<file path="config.mk">
export PLATFORM = sky130hd
export DESIGN_NAME = div_unit_flat
export DESIGN_NICKNAME = d
export VERILOG_FILES = /design/src/rtl/div_unit_if.sv /design/src/rtl/div_unit.sv /design/src/flat_wrapper.sv
export SDC_FILE = /design/constraint.sdc
export NUM_CORES = 1
export LEC_CHECK = 0
export BUFFER_PORTS_ARGS = -buffer_cell sky130_fd_sc_hd__buf_2
export CAP_MARGIN = 20
export CORE_UTILIZATION = 40
export DETAILED_ROUTE_END_ITERATION = 8
export SLEW_MARGIN = 20
export SYNTH_ARGS = -nofsm -noshare
export SYNTH_HDL_FRONTEND = slang
export SYNTH_SLANG_ARGS = --single-unit
export TNS_END_PERCENT = 1
</file>
<file path="constraint.sdc">
create_clock -name clk -period 28.8 [get_ports clk]
set_input_delay 5.76 -clock clk [delete_from_list [all_inputs] [get_ports clk]]
set_output_delay 5.76 -clock clk [all_outputs]
set_load 0.01 [all_outputs]
</file>
<file path="src/rtl/div_unit_if.sv">
// Pipeline-to-divider handshake and operand/result bundle.
// The pipeline drives the master side and the divider drives the slave side.
interface div_unit_if #(
    parameter int WIDTH = 32
);
    logic             start;
    logic             abandon;
    logic             signdiv;
    logic [WIDTH-1:0] opr1;
    logic [WIDTH-1:0] opr2;
    logic             busy;
    logic             ready;
    logic             dbz;
    logic [WIDTH-1:0] quot;
    logic [WIDTH-1:0] rem;

    modport master (
        output start, abandon, signdiv, opr1, opr2,
        input  busy, ready, dbz, quot, rem
    );

    modport slave (
        input  start, abandon, signdiv, opr1, opr2,
        output busy, ready, dbz, quot, rem
    );
endinterface

</file>
<file path="src/rtl/div_unit.sv">
// Multi-cycle radix-2 restoring divider with signed/unsigned operands,
// optional leading-zero early-out and an explicit divide-by-zero flag.
module div_unit #(
    parameter int WIDTH     = 32,
    parameter int EARLY_OUT = 1
) (
    input  logic      clk,
    input  logic      rst,
    div_unit_if.slave bus
);
    localparam int CW = $clog2(WIDTH + 1);
    localparam logic [WIDTH-1:0] ZERO_W = {WIDTH{1'b0}};
    localparam logic [WIDTH-1:0] ONES_W = {WIDTH{1'b1}};
    localparam logic [WIDTH-1:0] ONE_W  = {{(WIDTH-1){1'b0}}, 1'b1};

    typedef enum logic [2:0] {
        S_IDLE = 3'd0,
        S_PREP = 3'd1,
        S_DIV  = 3'd2,
        S_FIX  = 3'd3,
        S_DONE = 3'd4
    } state_e;

    function automatic logic [CW-1:0] lzc(input logic [WIDTH-1:0] v);
        logic [CW-1:0] n;
        logic          found;
        n     = {CW{1'b0}};
        found = 1'b0;
        for (int i = WIDTH - 1; i >= 0; i--) begin
            if (!found && !v[i]) begin
                n = n + CW'(1);
            end else begin
                found = 1'b1;
            end
        end
        return n;
    endfunction

    function automatic logic [WIDTH-1:0] cond_neg(input logic [WIDTH-1:0] v, input logic neg);
        return neg ? (~v + ONE_W) : v;
    endfunction

    state_e           state_q;
    logic             neg1_q, neg2_q, zdiv_q;
    logic [WIDTH-1:0] opr1_q, a_q, b_q, rp_q, dv_q;
    logic [CW-1:0]    cnt_q;
    logic             busy_q, ready_q, dbz_q;
    logic [WIDTH-1:0] quot_q, rem_q;

    logic [WIDTH:0]   shl_s;
    logic             ge_s;
    logic [WIDTH-1:0] rp_d, dv_d;
    logic [CW-1:0]    lz_s, n_s;
    logic [WIDTH-1:0] quot_d, rem_d;

    // One restoring step: shift in the next dividend bit and trial-subtract the divisor.
    always_comb begin
        shl_s = {rp_q, dv_q[WIDTH-1]};
        ge_s  = (shl_s >= {1'b0, b_q});
        if (ge_s) begin
            rp_d = WIDTH'(shl_s - {1'b0, b_q});
            dv_d = {dv_q[WIDTH-2:0], 1'b1};
        end else begin
            rp_d = shl_s[WIDTH-1:0];
            dv_d = {dv_q[WIDTH-2:0], 1'b0};
        end
    end

    // Iteration count: zero-magnitude dividends skip straight to the sign fix-up.
    always_comb begin
        if (EARLY_OUT != 0) begin
            lz_s = lzc(a_q);
        end else begin
            lz_s = {CW{1'b0}};
        end
        n_s = CW'(WIDTH) - lz_s;
    end

    // Final result; MIN/-1 needs no special case since negating MIN yields MIN.
    always_comb begin
        if (zdiv_q) begin
            quot_d = ONES_W;
            rem_d  = opr1_q;
        end else begin
            quot_d = cond_neg(dv_q, neg1_q ^ neg2_q);
            rem_d  = cond_neg(rp_q, neg1_q);
        end
    end

    // Control FSM, operand capture, iteration datapath and registered outputs.
    always_ff @(posedge clk) begin
        if (!rst) begin
            state_q <= S_IDLE;
            neg1_q  <= 1'b0;
            neg2_q  <= 1'b0;
            zdiv_q  <= 1'b0;
            opr1_q  <= ZERO_W;
            a_q     <= ZERO_W;
            b_q     <= ZERO_W;
            rp_q    <= ZERO_W;
            dv_q    <= ZERO_W;
            cnt_q   <= {CW{1'b0}};
            busy_q  <= 1'b0;
            ready_q <= 1'b0;
            dbz_q   <= 1'b0;
            quot_q  <= ZERO_W;
            rem_q   <= ZERO_W;
        end else if (bus.abandon) begin
            state_q <= S_IDLE;
            busy_q  <= 1'b0;
            ready_q <= 1'b0;
            dbz_q   <= 1'b0;
            quot_q  <= ZERO_W;
            rem_q   <= ZERO_W;
        end else begin
            case (state_q)
                S_IDLE: begin
                    if (bus.start) begin
                        neg1_q <= bus.signdiv & bus.opr1[WIDTH-1];
                        neg2_q <= bus.signdiv & bus.opr2[WIDTH-1];
                        opr1_q <= bus.opr1;
                        a_q    <= cond_neg(bus.opr1, bus.signdiv & bus.opr1[WIDTH-1]);
                        b_q    <= cond_neg(bus.opr2, bus.signdiv & bus.opr2[WIDTH-1]);
                        zdiv_q <= (bus.opr2 == ZERO_W);
                        busy_q <= 1'b1;
                        if (bus.opr2 == ZERO_W) begin
                            state_q <= S_FIX;
                        end else begin
                            state_q <= S_PREP;
                        end
                    end else begin
                        state_q <= S_IDLE;
                    end
                end
                S_PREP: begin
                    dv_q  <= a_q << lz_s;
                    rp_q  <= ZERO_W;
                    cnt_q <= n_s;
                    if (n_s == {CW{1'b0}}) begin
                        state_q <= S_FIX;
                    end else begin
                        state_q <= S_DIV;
                    end
                end
                S_DIV: begin
                    rp_q  <= rp_d;
                    dv_q  <= dv_d;
                    cnt_q <= cnt_q - CW'(1);
                    if (cnt_q == CW'(1)) begin
                        state_q <= S_FIX;
                    end else begin
                        state_q <= S_DIV;
                    end
                end
                S_FIX: begin
                    quot_q  <= quot_d;
                    rem_q   <= rem_d;
                    dbz_q   <= zdiv_q;
                    ready_q <= 1'b1;
                    busy_q  <= 1'b0;
                    state_q <= S_DONE;
                end
                S_DONE: begin
                    if (!bus.start) begin
                        ready_q <= 1'b0;
                        dbz_q   <= 1'b0;
                        quot_q  <= ZERO_W;
                        rem_q   <= ZERO_W;
                        state_q <= S_IDLE;
                    end else begin
                        state_q <= S_DONE;
                    end
                end
                default: begin
                    state_q <= S_IDLE;
                    busy_q  <= 1'b0;
                    ready_q <= 1'b0;
                    dbz_q   <= 1'b0;
                    quot_q  <= ZERO_W;
                    rem_q   <= ZERO_W;
                end
            endcase
        end
    end

    assign bus.busy  = busy_q;
    assign bus.ready = ready_q;
    assign bus.dbz   = dbz_q;
    assign bus.quot  = quot_q;
    assign bus.rem   = rem_q;
endmodule

</file>
<file path="src/flat_wrapper.sv">
// flat-port wrapper written by rule: the top's interface ports become plain ports
module div_unit_flat 
#(
    parameter int WIDTH     = 32,
    parameter int EARLY_OUT = 1
)
  (clk, rst, bus_start, bus_abandon, bus_signdiv, bus_opr1, bus_opr2, bus_busy, bus_ready, bus_dbz, bus_quot, bus_rem);
  div_unit_if #(.WIDTH(WIDTH)) bus_i ();
  input  logic clk;
  input  logic rst;
  input wire logic [$bits(bus_i.start)-1:0] bus_start;
  input wire logic [$bits(bus_i.abandon)-1:0] bus_abandon;
  input wire logic [$bits(bus_i.signdiv)-1:0] bus_signdiv;
  input wire logic [$bits(bus_i.opr1)-1:0] bus_opr1;
  input wire logic [$bits(bus_i.opr2)-1:0] bus_opr2;
  output wire logic [$bits(bus_i.busy)-1:0] bus_busy;
  output wire logic [$bits(bus_i.ready)-1:0] bus_ready;
  output wire logic [$bits(bus_i.dbz)-1:0] bus_dbz;
  output wire logic [$bits(bus_i.quot)-1:0] bus_quot;
  output wire logic [$bits(bus_i.rem)-1:0] bus_rem;
  assign bus_i.start = bus_start;
  assign bus_i.abandon = bus_abandon;
  assign bus_i.signdiv = bus_signdiv;
  assign bus_i.opr1 = bus_opr1;
  assign bus_i.opr2 = bus_opr2;
  assign bus_busy = bus_i.busy;
  assign bus_ready = bus_i.ready;
  assign bus_dbz = bus_i.dbz;
  assign bus_quot = bus_i.quot;
  assign bus_rem = bus_i.rem;
  div_unit #(.WIDTH(WIDTH), .EARLY_OUT(EARLY_OUT)) u_core (.clk(clk), .rst(rst), .bus(bus_i));
endmodule
</file>
# Yosys cells after proc, flatten, opt, wreduce, memory -nomap -nowiden
# Index checks and enable logic that the tools add are counted.
classes:
  shifts: 1
  eq_ne: 7
  add_sub_neg: 38
  magnitude_cmp: 1
  n_reduce_logical: 104
  bitwise_logic: 11
  n_mux: 88
op_table:
  columns: ["operator", "n"]
  rows:
  - ["two-way mux 32 bit", 8]
  - ["one-hot mux 32 bit (3 select lines)", 2]
  - ["two-way mux 6 bit", 31]
  - ["adder 6 x 1 -> 6 bit, second input constant", 30]
  - ["adder 32 x 1 -> 32 bit, second input constant", 4]
  - ["NOT 32 bit", 4]
  - ["one-hot mux 32 bit (2 select lines)", 2]
  - ["logical NOT 1 bit", 62]
  - ["two-way mux 1 bit", 37]
  - ["greater-or-equal comparator 33 x 32 -> 1 bit", 1]
  - ["logical NOT 32 bit", 1]
  - ["<< shifter 32 x 6 -> 32 bit", 1]
  - ["subtractor 32 bit", 1]
  - ["logical AND 1 bit", 31]
  - ["one-hot mux 3 bit (5 select lines)", 1]
  - ["one-hot mux 6 bit (2 select lines)", 1]
  - ["== test 3 x 2 -> 1 bit, second input constant", 2]
  - ["== test 6 x 1 -> 1 bit, second input constant", 1]
  - ["logical NOT 6 bit", 1]
  - ["one-hot mux 1 bit (3 select lines)", 2]
  - ["AND reduction 2 bit", 3]
  - ["OR reduction 3 bit", 2]
  - ["subtractor 6 x 1 -> 6 bit, second input constant", 1]
  - ["subtractor 6 bit, first input constant", 1]
  - ["14 further kinds", 20]
totals:
  output_inout_bits: 67
  reg_bits: 239
  in_bits: 69
  word_cells: 265

# Depth between registers and ports, before layout
# Gate-level depths: netlist of the first run.
depth:
  depth_word: 97
  mapped_depth: 106

# Least setup slack after synthesis of the first run
# OpenSTA, ideal clock, no wires.
synth_path:
  kind: "register -> register"
  from: "reg u_core.a_q[30]"
  to: "reg u_core.dv_q[28]"
  arrival_time_ns: 19.361
  stages_incl_launch_ff: 104
  setup_ns: 0.069
  path_slack_ns: 9.370
  path_cell_list: "dfxtp_1 clkbuf_1 inv_1 a21oi_1 ha_1 o31a_1 ha_1 a21o_1 ha_1 mux2_2 a21o_1 ha_1 nor2_1 nor2_1 ha_1 nor2_1 o21ai_0 a21o_1 (+68 left out) a21oi_1 nor2_1 a21oi_1 o21ai_0 ha_1 o21a_1 ha_1 mux2i_1 a21boi_1 ha_1 mux2i_1 clkbuf_1 buf_1 mux2i_1 mux2i_1 mux2i_1 mux4_2 o21ai_1"
synth_between:
  elab_chain_len: 95
synth_lines:
  columns: ["element", "line", "source"]
  rows:
  - ["start, declared", "div_unit.sv:45", "logic [WIDTH-1:0] opr1_q, a_q, b_q, rp_q, dv_q;"]
  - ["start signal, assigned", "div_unit.sv:122", "a_q <= cond_neg(bus.opr1, bus.signdiv & bus.opr1[WIDTH-1]);"]
  - ["parallel branches: the longest is 93 deep, another holds adder 6 x 1 -> 6 bit", null, null]
  - ["<< shifter 32 x 6 -> 32 bit (*)", "div_unit.sv:136", "dv_q <= a_q << lz_s;"]
  - ["one-hot mux 32 bit (2 select lines) (*)", "div_unit.sv:116", "case (state_q)"]
  - ["end signal, assigned", "div_unit.sv:136", null]
  - ["end signal, assigned", "div_unit.sv:147", "dv_q <= dv_d;"]
  - ["end, declared", "div_unit.sv:45", null]
# Mark *: on every way between the ends.
# A chain may end at the register's enable or synchronous reset.

# Final worst setup path of the first run
layout_path:
  from: "reg u_core.a_q[28]"
  to: "reg u_core.state_q[0]"
layout_between:
  elab_chain_len: 91
layout_lines:
  columns: ["element", "line", "source"]
  rows:
  - ["logical NOT 1 bit (*)", "div_unit.sv:30", "if (!found && !v[i]) begin"]
  - ["logical AND 1 bit (*)", "div_unit.sv:30", null]
  - ["parallel branches: the longest is 84 deep, another holds adder 6 x 1 -> 6 bit", null, null]
  - ["two-way mux 6 bit (*)", "div_unit.sv:30", null]
  - ["subtractor 6 bit (*)", "div_unit.sv:76", "n_s = CW'(WIDTH) - lz_s;"]
  - ["logical NOT 6 bit (*)", "div_unit.sv:139", "if (n_s == {CW{1'b0}}) begin"]
  - ["two-way mux 1 bit (*)", "div_unit.sv:139", null]
  - ["one-hot mux 3 bit (5 select lines) (*)", "div_unit.sv:116", null]
  - ["end signal, assigned", "div_unit.sv:127", "state_q <= S_FIX;"]
  - ["end signal, assigned", "div_unit.sv:140", "state_q <= S_FIX;"]
  - ["end signal, assigned", "div_unit.sv:142", "state_q <= S_DIV;"]
  - ["end, declared", "div_unit.sv:43", "state_e state_q;"]
# Marked as above.

==> flow_metrics.tcl, run 1 <==
set metrics [dict create \
    crit_fanout 38 \
    post_cts_resized 0 \
    power.density_nw_per_um2 91.4 \
    setup_viol 0 \
    die_x_um 215 \
    clock_latency_ns 0.57 \
    gp_congestion 0.891 \
    use_met2 0.365 \
    r2r_end "u_core.state_q[0]$_SDFF_PP0_" \
    criticalPathCategory "reg -> reg" \
    timing.final.crit_share 0.732 \
    synth_top_area_share 0.262 \
    slew_violations 0 \
    dr_total_vias 16931 \
    dp_hpwl_mm 39.4 \
    fmaxAchievable_mhz 47.4 \
    most-common-layout-cells "397 x nand2_1, 237 x dfxtp_1, 188 x o21ai_0" \
    cts_tree "done" \
    ys_types 85 \
    grt_use_total 0.223 \
    routed_via_density 5.60 \
    endpoint_kind "flip-flop" \
    worst_slew_pin_slew_ns 1.05 \
    busiest_layer "met2" \
    multiInputGateArea_um2 12600 \
    crit_top_cell "ha_1" \
    grt-ovfl-total 0 \
    final_common_cell "nand2_1" \
    intPower_mw 1.02 \
    cp_slowest_cell "or4_1" \
    synth-main-ff-cell "dfxtp_1" \
    wl_per_cell_um 17.4 \
    finalCriticalPeriod_ns 21.09 \
    fin_worst_skew_ns 0.0254 \
    cts-root-buf "clkbuf_16" \
    irDropWorstVdd_mv 0.159 \
    max_cap_violations 0 \
    floorplan.die_area_um2 46400 \
    grt_max_degree 106 \
    worst_setup_path_start_kind "flip-flop" \
    use_met3 0.0258 \
    rr_startpoint "u_core.a_q[28]$_SDFFE_PN0P_" \
    pwr-share-seq 0.198 \
    netlist_top_cells_area "dfxtp_1 26%, nand2_1 8.2%, mux2i_1 6.5%, o21ai_0 5.2%, xnor2_1 5.1%" \
    maxSlewHeadroom 0.303 \
    pre_cts_ws_ns 7.93 \
    required_ns 29.26 \
    drc 0 \
    fp.dieH_um 215 \
    drive_gt1_frac 0.111 \
    setup_tns_ns 0 \
    rsz0062_at_grt "false" \
    seq_area_frac_synth 0.262 \
    hold_path_class "reg -> reg" \
    synth_edf_count 0 \
    clock-sinks 238 \
    use_met1 0.308 \
    fin_ws_ns 7.71 \
    p_comb_frac 0.598 \
    cts_setup_buffers 0 \
    power.switching_mw 0.831 \
    postRouteAntennaNets 0 \
    initial_core_util 0.409 \
    ff_latch_area_um2 4770 \
    status "finished clean" \
    core_region_area_um2 44500 \
    htree_levels 1 \
    num_rows 77 \
    numPortBuffers 135 \
    worst-r2r-cell-count 102 \
    first_iter_violations 1315 \
    yosysTopAreaCell "dfxtp_1" \
    synthesis.nets 2522 \
    p_leak_nw 8.47 \
    arrival_ns 21.55 \
    ios 136 \
    critPathLaunch "u_core.a_q[28]$_SDFFE_PN0P_" \
    grt_pass1_vias 15864 \
    synth_area_um2 18200 \
    placed_area_um2 19200 \
    final_nets 2553 \
    yosysWarningCount 0 \
    areaGrowthSynthToFinish_pct 11.1 \
    crit_end "u_core.state_q[0]$_SDFF_PP0_" \
    ctsHoldBuffers 0 \
    n_fill_cell 4516 \
    drtPass1Iterations 7 \
    finalWirelength_mm 52.7 \
    hold_violations 0 \
    cts.clk_slew.worst_paths_ns 0.06 \
    grt_pass1_wl_mm 85.1 \
    ys_ff_latch 238 \
    antenna_found_initial 1 \
    reg2reg_slack_ns 7.71 \
    cts.path.max_buffers 3 \
    cpPeakStageDelay_ns 0.76 \
    async_reset_ff_frac 0 \
    p_sw_frac 0.449 \
    numCtsBuffers 28 \
    final_area_um2 20200 \
    clock_power_share 0.204 \
    postSynthAreaPerCell_um2 7.64 \
    min_path_cells 2 \
    synthCells 2383 \
]
-- power groups by stage --
stage          Clock (mW)  Combinational, mW  Sequential, mW
2_1_floorplan           0              0.859           0.361
3_3_place_gp            0               1.08           0.372
3_5_place_dp            0               1.10           0.372
4_1_cts             0.386               1.10           0.365
5_1_grt             0.400               1.21           0.367
6_report            0.378               1.11           0.365
-- worst min-delay path by stage --
stage	slack (ns)	endpoint	start
2_1_floorplan	0.44	u_core.b_q[31]$_SDFFE_PN0P_	u_core.b_q[31]$_SDFFE_PN0P_
3_3_place_gp	0.44	u_core.bus.quot[16]$_SDFFE_PP0P_	u_core.bus.quot[16]$_SDFFE_PP0P_
3_5_place_dp	0.45	u_core.bus.quot[9]$_SDFFE_PP0P_	u_core.bus.quot[9]$_SDFFE_PP0P_
4_1_cts	0.45	u_core.bus.quot[9]$_SDFFE_PP0P_	u_core.bus.quot[9]$_SDFFE_PP0P_
5_1_grt	0.46	u_core.bus.quot[22]$_SDFFE_PP0P_	u_core.bus.quot[22]$_SDFFE_PP0P_
6_report	0.45	u_core.bus.quot[9]$_SDFFE_PP0P_	u_core.bus.quot[9]$_SDFFE_PP0P_
-- per-layer routing --
metal	share of wire	wire length (µm)
met3	0.045	2390
met5	0.00025	13
met1	0.48	25200
met2	0.45	23800
met4	0.025	1340
-- cell usage after synthesis, drive strengths merged (3+ instances only) --
cell     instances
nor3            47
nand2b          25
or4             10
and2            19
mux2i          118
a22o             8
o21bai           3
xor3             3
o31ai           20
o21ai          204
nor2           175
o211ai           4
a31oi           15
a22oi           44
nor3b           13
nand3b           6
and3             7
a211oi          15
ha              69
a2111oi          3
o41ai           23
o32ai            3
a21oi          147
or2              6
a21boi          64
nand3           25
xnor2          113
mux2            14
xor2            99
buf             25
nor2b           25
dfxtp          238
mux4             5
or3             23
inv             83
o211a           56
nand2          397
nor4            23
clkbuf         129
xnor3            5
nand4           16
o21a             9
a21o            22
-- kinds of logic after synthesis --
logic type,count (synthesis),synth area share
muxes,137,0.0799
and+or+nand+nor,825,0.205
AOI/OAI and AO/OA,656,0.237
xor gates and xnor gates,220,0.118
adders and majority gates,70,0.0485
buffers and inverters,237,0.0501
DFF,238,0.262
-- state kept, by name (all words and copies together) (netlist names) --
name and count:
u_core.a_q 32, u_core.b_q 32, u_core.bus.busy 1, u_core.bus.dbz 1, u_core.bus.quot 32, u_core.bus.ready 1
u_core.bus.rem 32, u_core.cnt_q 6, u_core.dv_q 32, u_core.neg1_q 1, u_core.neg2_q 1, u_core.opr1_q 31
u_core.rp_q 32, u_core.state_q 3, u_core.zdiv_q 1
-- worst max-delay path, delay by kind of cell (launching register included) --
kind            cells  cell delay, ns
mux                18            3.31
simple gates       20            3.15
xor+xnor            2            0.39
compound gates     30            4.73
fa+ha+maj          28            8.51
flops               1            0.41
buf+inv             4            0.52
-- cell type report --
class                   instances  area share
clock buffers                  33      0.0361
flip-flops and latches        238       0.236
diodes                          1    0.000124
multi-input cells            1908       0.623
well taps                     592      0.0366
repair buffers                155      0.0410
inverters                      83      0.0154
clock inverters                15      0.0118
-- per-stage QoR --
step	util	power, mW	hold WS (ns)	std cells
finish	0.454	1.85	0.449	3025
floorplan	-	1.22	0.441	2383
global route	0.454	1.98	0.462	3024
global placement	0.432	1.46	0.440	2976
detailed placement	0.432	1.47	0.446	2976
CTS	0.454	1.85	0.453	3024
Power figures use the tool's default switching activity.
==> run 2: changes to the inputs <==
Settings changed: ABC_AREA from default to 1.
Clock period 28.8 ns to 20.1 ns, I/O delays scaled along.
==> flow_metrics.tcl, run 2 <==
set metrics [dict create \
    synth_common_cells "746 x nand2_1, 318 x inv_1, 265 x nor2_1" \
    worst-r2r-cell-count 125 \
    synthCells 2941 \
    rsz0062_at_grt "false" \
    hold_path_class "reg -> reg" \
    final_nets 3131 \
    synthesis.nets 3080 \
    synth.most_common_cell "nand2_1" \
    synth_top_family_by_area "simple AND/OR/NAND/NOR gates" \
    postSynthAreaPerCell_um2 6.31 \
    crit_top_cell "nand2_1" \
    drc 0 \
    power.density_nw_per_um2 164 \
    cts.path.max_buffers 3 \
    path_delay_family "adder cells" \
    slew_violations 0 \
    power.switching_mw 1.80 \
    dp_hpwl_mm 43.7 \
    p_leak_nw 9.46 \
    reg2reg_slack_ns 2.60 \
    min_path_cells 2 \
    cts-root-buf "clkbuf_16" \
    cts_tree "done" \
    fp.dieH_um 217 \
    endpoint_kind "flip-flop" \
    clock_power_share 0.173 \
    numCtsBuffers 28 \
    yosys.area_share.simple 0.338 \
    finalWirelength_mm 57.2 \
    wl_per_cell_um 15.8 \
    critPathLaunch "u_core.a_q[30]$_SDFFE_PN0P_" \
    worst_slew_pin_slew_ns 1.04 \
    numPortBuffers 135 \
    first_iter_violations 1235 \
    irDropWorstVdd_mv 0.179 \
    grt_use_total 0.241 \
    areaGrowthSynthToFinish_pct 10.4 \
    setup_tns_ns 0 \
    p_comb_frac 0.667 \
    drive_gt1_frac 0.109 \
    finalCriticalPeriod_ns 17.50 \
    cp_slowest_cell "nand2_2" \
    drtPass1Iterations 5 \
    hold_path_end "u_core.bus.dbz$_SDFFE_PP0P_" \
    postRouteAntennaNets 0 \
    dr_total_vias 19003 \
    antenna_found_initial 7 \
    grt-ovfl-total 0 \
    criticalPathCategory "reg -> reg" \
    timing.final.crit_share 0.870 \
    final_common_cell "nand2_1" \
    min_from "u_core.bus.dbz$_SDFFE_PP0P_" \
    most-common-layout-cells "744 x nand2_1, 315 x inv_1, 262 x nor2_1" \
    synthMuxAreaShare 0 \
    num_rows 78 \
    synthXorXnorAreaFrac 0.0480 \
    core_region_area_um2 45600 \
    fin_worst_skew_ns 0.0198 \
    synth_area_um2 18500 \
    seq_area_frac_synth 0.257 \
    async_reset_ff_frac 0 \
    fmaxAchievable_mhz 57.2 \
    ios 136 \
    grt_max_degree 96 \
    gp_congestion 0.905 \
    maxSlewHeadroom 0.302 \
    cpPeakStageDelay_ns 0.41 \
    synth_compound_area_frac 0.196 \
    grt_pass1_vias 17487 \
    ctsHoldBuffers 0 \
    grt_pass1_wl_mm 92.6 \
    max_cap_violations 0 \
    rr_startpoint "u_core.a_q[30]$_SDFFE_PN0P_" \
    clock_latency_ns 0.57 \
    finalPower_mw 3.35 \
    post_cts_resized 0 \
    pwr-share-seq 0.160 \
    netlist_top_cells_area "dfxtp_1 26%, nand2_1 15%, a21oi_1 6.6%, inv_1 6.4%, nor2_1 5.4%" \
    ys_ff_latch 238 \
    required_ns 20.56 \
    synthAdderAreaFrac 0.0476 \
    initial_core_util 0.407 \
    worst_setup_path_start_kind "flip-flop" \
    arrival_ns 17.96 \
    cts_setup_buffers 0 \
    fin_ws_ns 2.60 \
    r2r_end "u_core.state_q[0]$_SDFF_PP0_" \
    yosysWarningCount 0 \
    clock-sinks 238 \
    synth_edf_count 0 \
    synth-main-ff-cell "dfxtp_1" \
    placed_cells 3562 \
    setup_viol 0 \
    status "finished clean" \
    yosysTopAreaCell "dfxtp_1" \
    ys_types 65 \
    routed_via_density 5.25 \
    cts.clk_slew.worst_paths_ns 0.06 \
    p_sw_frac 0.538 \
    timing.critical_path.buf_inv 31 \
    crit_fanout 38 \
    intPower_mw 1.55 \
    stdcell_count 3622 \
    holdWs_ns 0.460 \
    hold_violations 0 \
    pre_cts_ws_ns 2.76 \
    die_x_um 217 \
    synth_top_area_share 0.257 \
    htree_levels 1 \
    floorplan.die_area_um2 47200 \
]
## run 2: changes by cell type in the layout (fill, tap and decap cells not counted), sizes merged, moves of 59 or more
cell / delta
a21boi: -63
a21oi: +97
inv: +272
mux2i: -118
nand2: +360
nand3: +167
nor2: +122
o211ai: +67
xnor2: -59
## run 2: area by class of cell
type / instances / area, µm²
Sequential cell: 238 / 4760
Inverter: 361 / 1380
Clock buffer: 38 / 820
Clock inverter: 14 / 231
Fill cell: 4784 / 25100
Timing Repair Buffer: 151 / 796
Multi-Input combinational cell: 2212 / 11700
Tap cell: 600 / 751
Antenna cell: 8 / 20.0
## run 2: metal layers
| layer | routed length [µm] | global-route usage | vias to the layer above | part of all wire |
|---|---|---|---|---|
| met5 | 0 | 0 | - | 0 |
| met1 | 24900 | 0.300 | 8702 | 0.44 |
| met4 | 1550 | 0.0688 | 0 | 0.027 |
| li1 | - | - | 9839 | - |
| met2 | 28500 | 0.438 | 387 | 0.50 |
| met3 | 2250 | 0.0228 | 75 | 0.039 |
## run 2: through the flow
| stage | area [µm²] | util |
|---|---|---|
| final | 20500 | 0.450 |
| after global placement | 19400 | 0.426 |
| after floorplan | 18500 | - |
| after global routing | 20500 | 0.449 |
| after CTS | 20500 | 0.449 |
| after detailed placement | 19400 | 0.426 |
## run 2: logic make-up (layout without fill, tap and decap cells)
kind of cell / after synthesis / after routing
flip-flops: 238 / 238
buffers and inverters: 491 / 564
AO/OA/AOI/OAI: 638 / 638
other: 0 / 8
adder cells (fa/ha/maj): 70 / 70
XOR/XNOR: 100 / 100
AND/OR/NAND/NOR: 1404 / 1404
## run 2: worst max-delay path by stage
stage	to	cells after the start
CTS	u_core.state_q[0]$_SDFF_PP0_	125
finish	u_core.state_q[0]$_SDFF_PP0_	125
detailed placement	u_core.state_q[0]$_SDFF_PP0_	125
global route	u_core.state_q[0]$_SDFF_PP0_	125
global placement	u_core.state_q[0]$_SDFF_PP0_	125
floorplan	u_core.state_q[0]$_SDFF_PP0_	126
## run 2: power groups by stage
stage | logic [mW] | registers, mW | clock network (mW)
floorplan | 1.85 | 0.529 | 0
global placement | 2.19 | 0.546 | 0
detailed placement | 2.22 | 0.546 | 0
CTS | 2.23 | 0.536 | 0.587
global route | 2.55 | 0.539 | 0.607
finish | 2.23 | 0.536 | 0.580
## run 2: worst min-delay path, cell delays in order (launching register included)
cell	delay, ns
dfxtp_1	0.30
nand2_1	0.06
a21oi_1	0.05
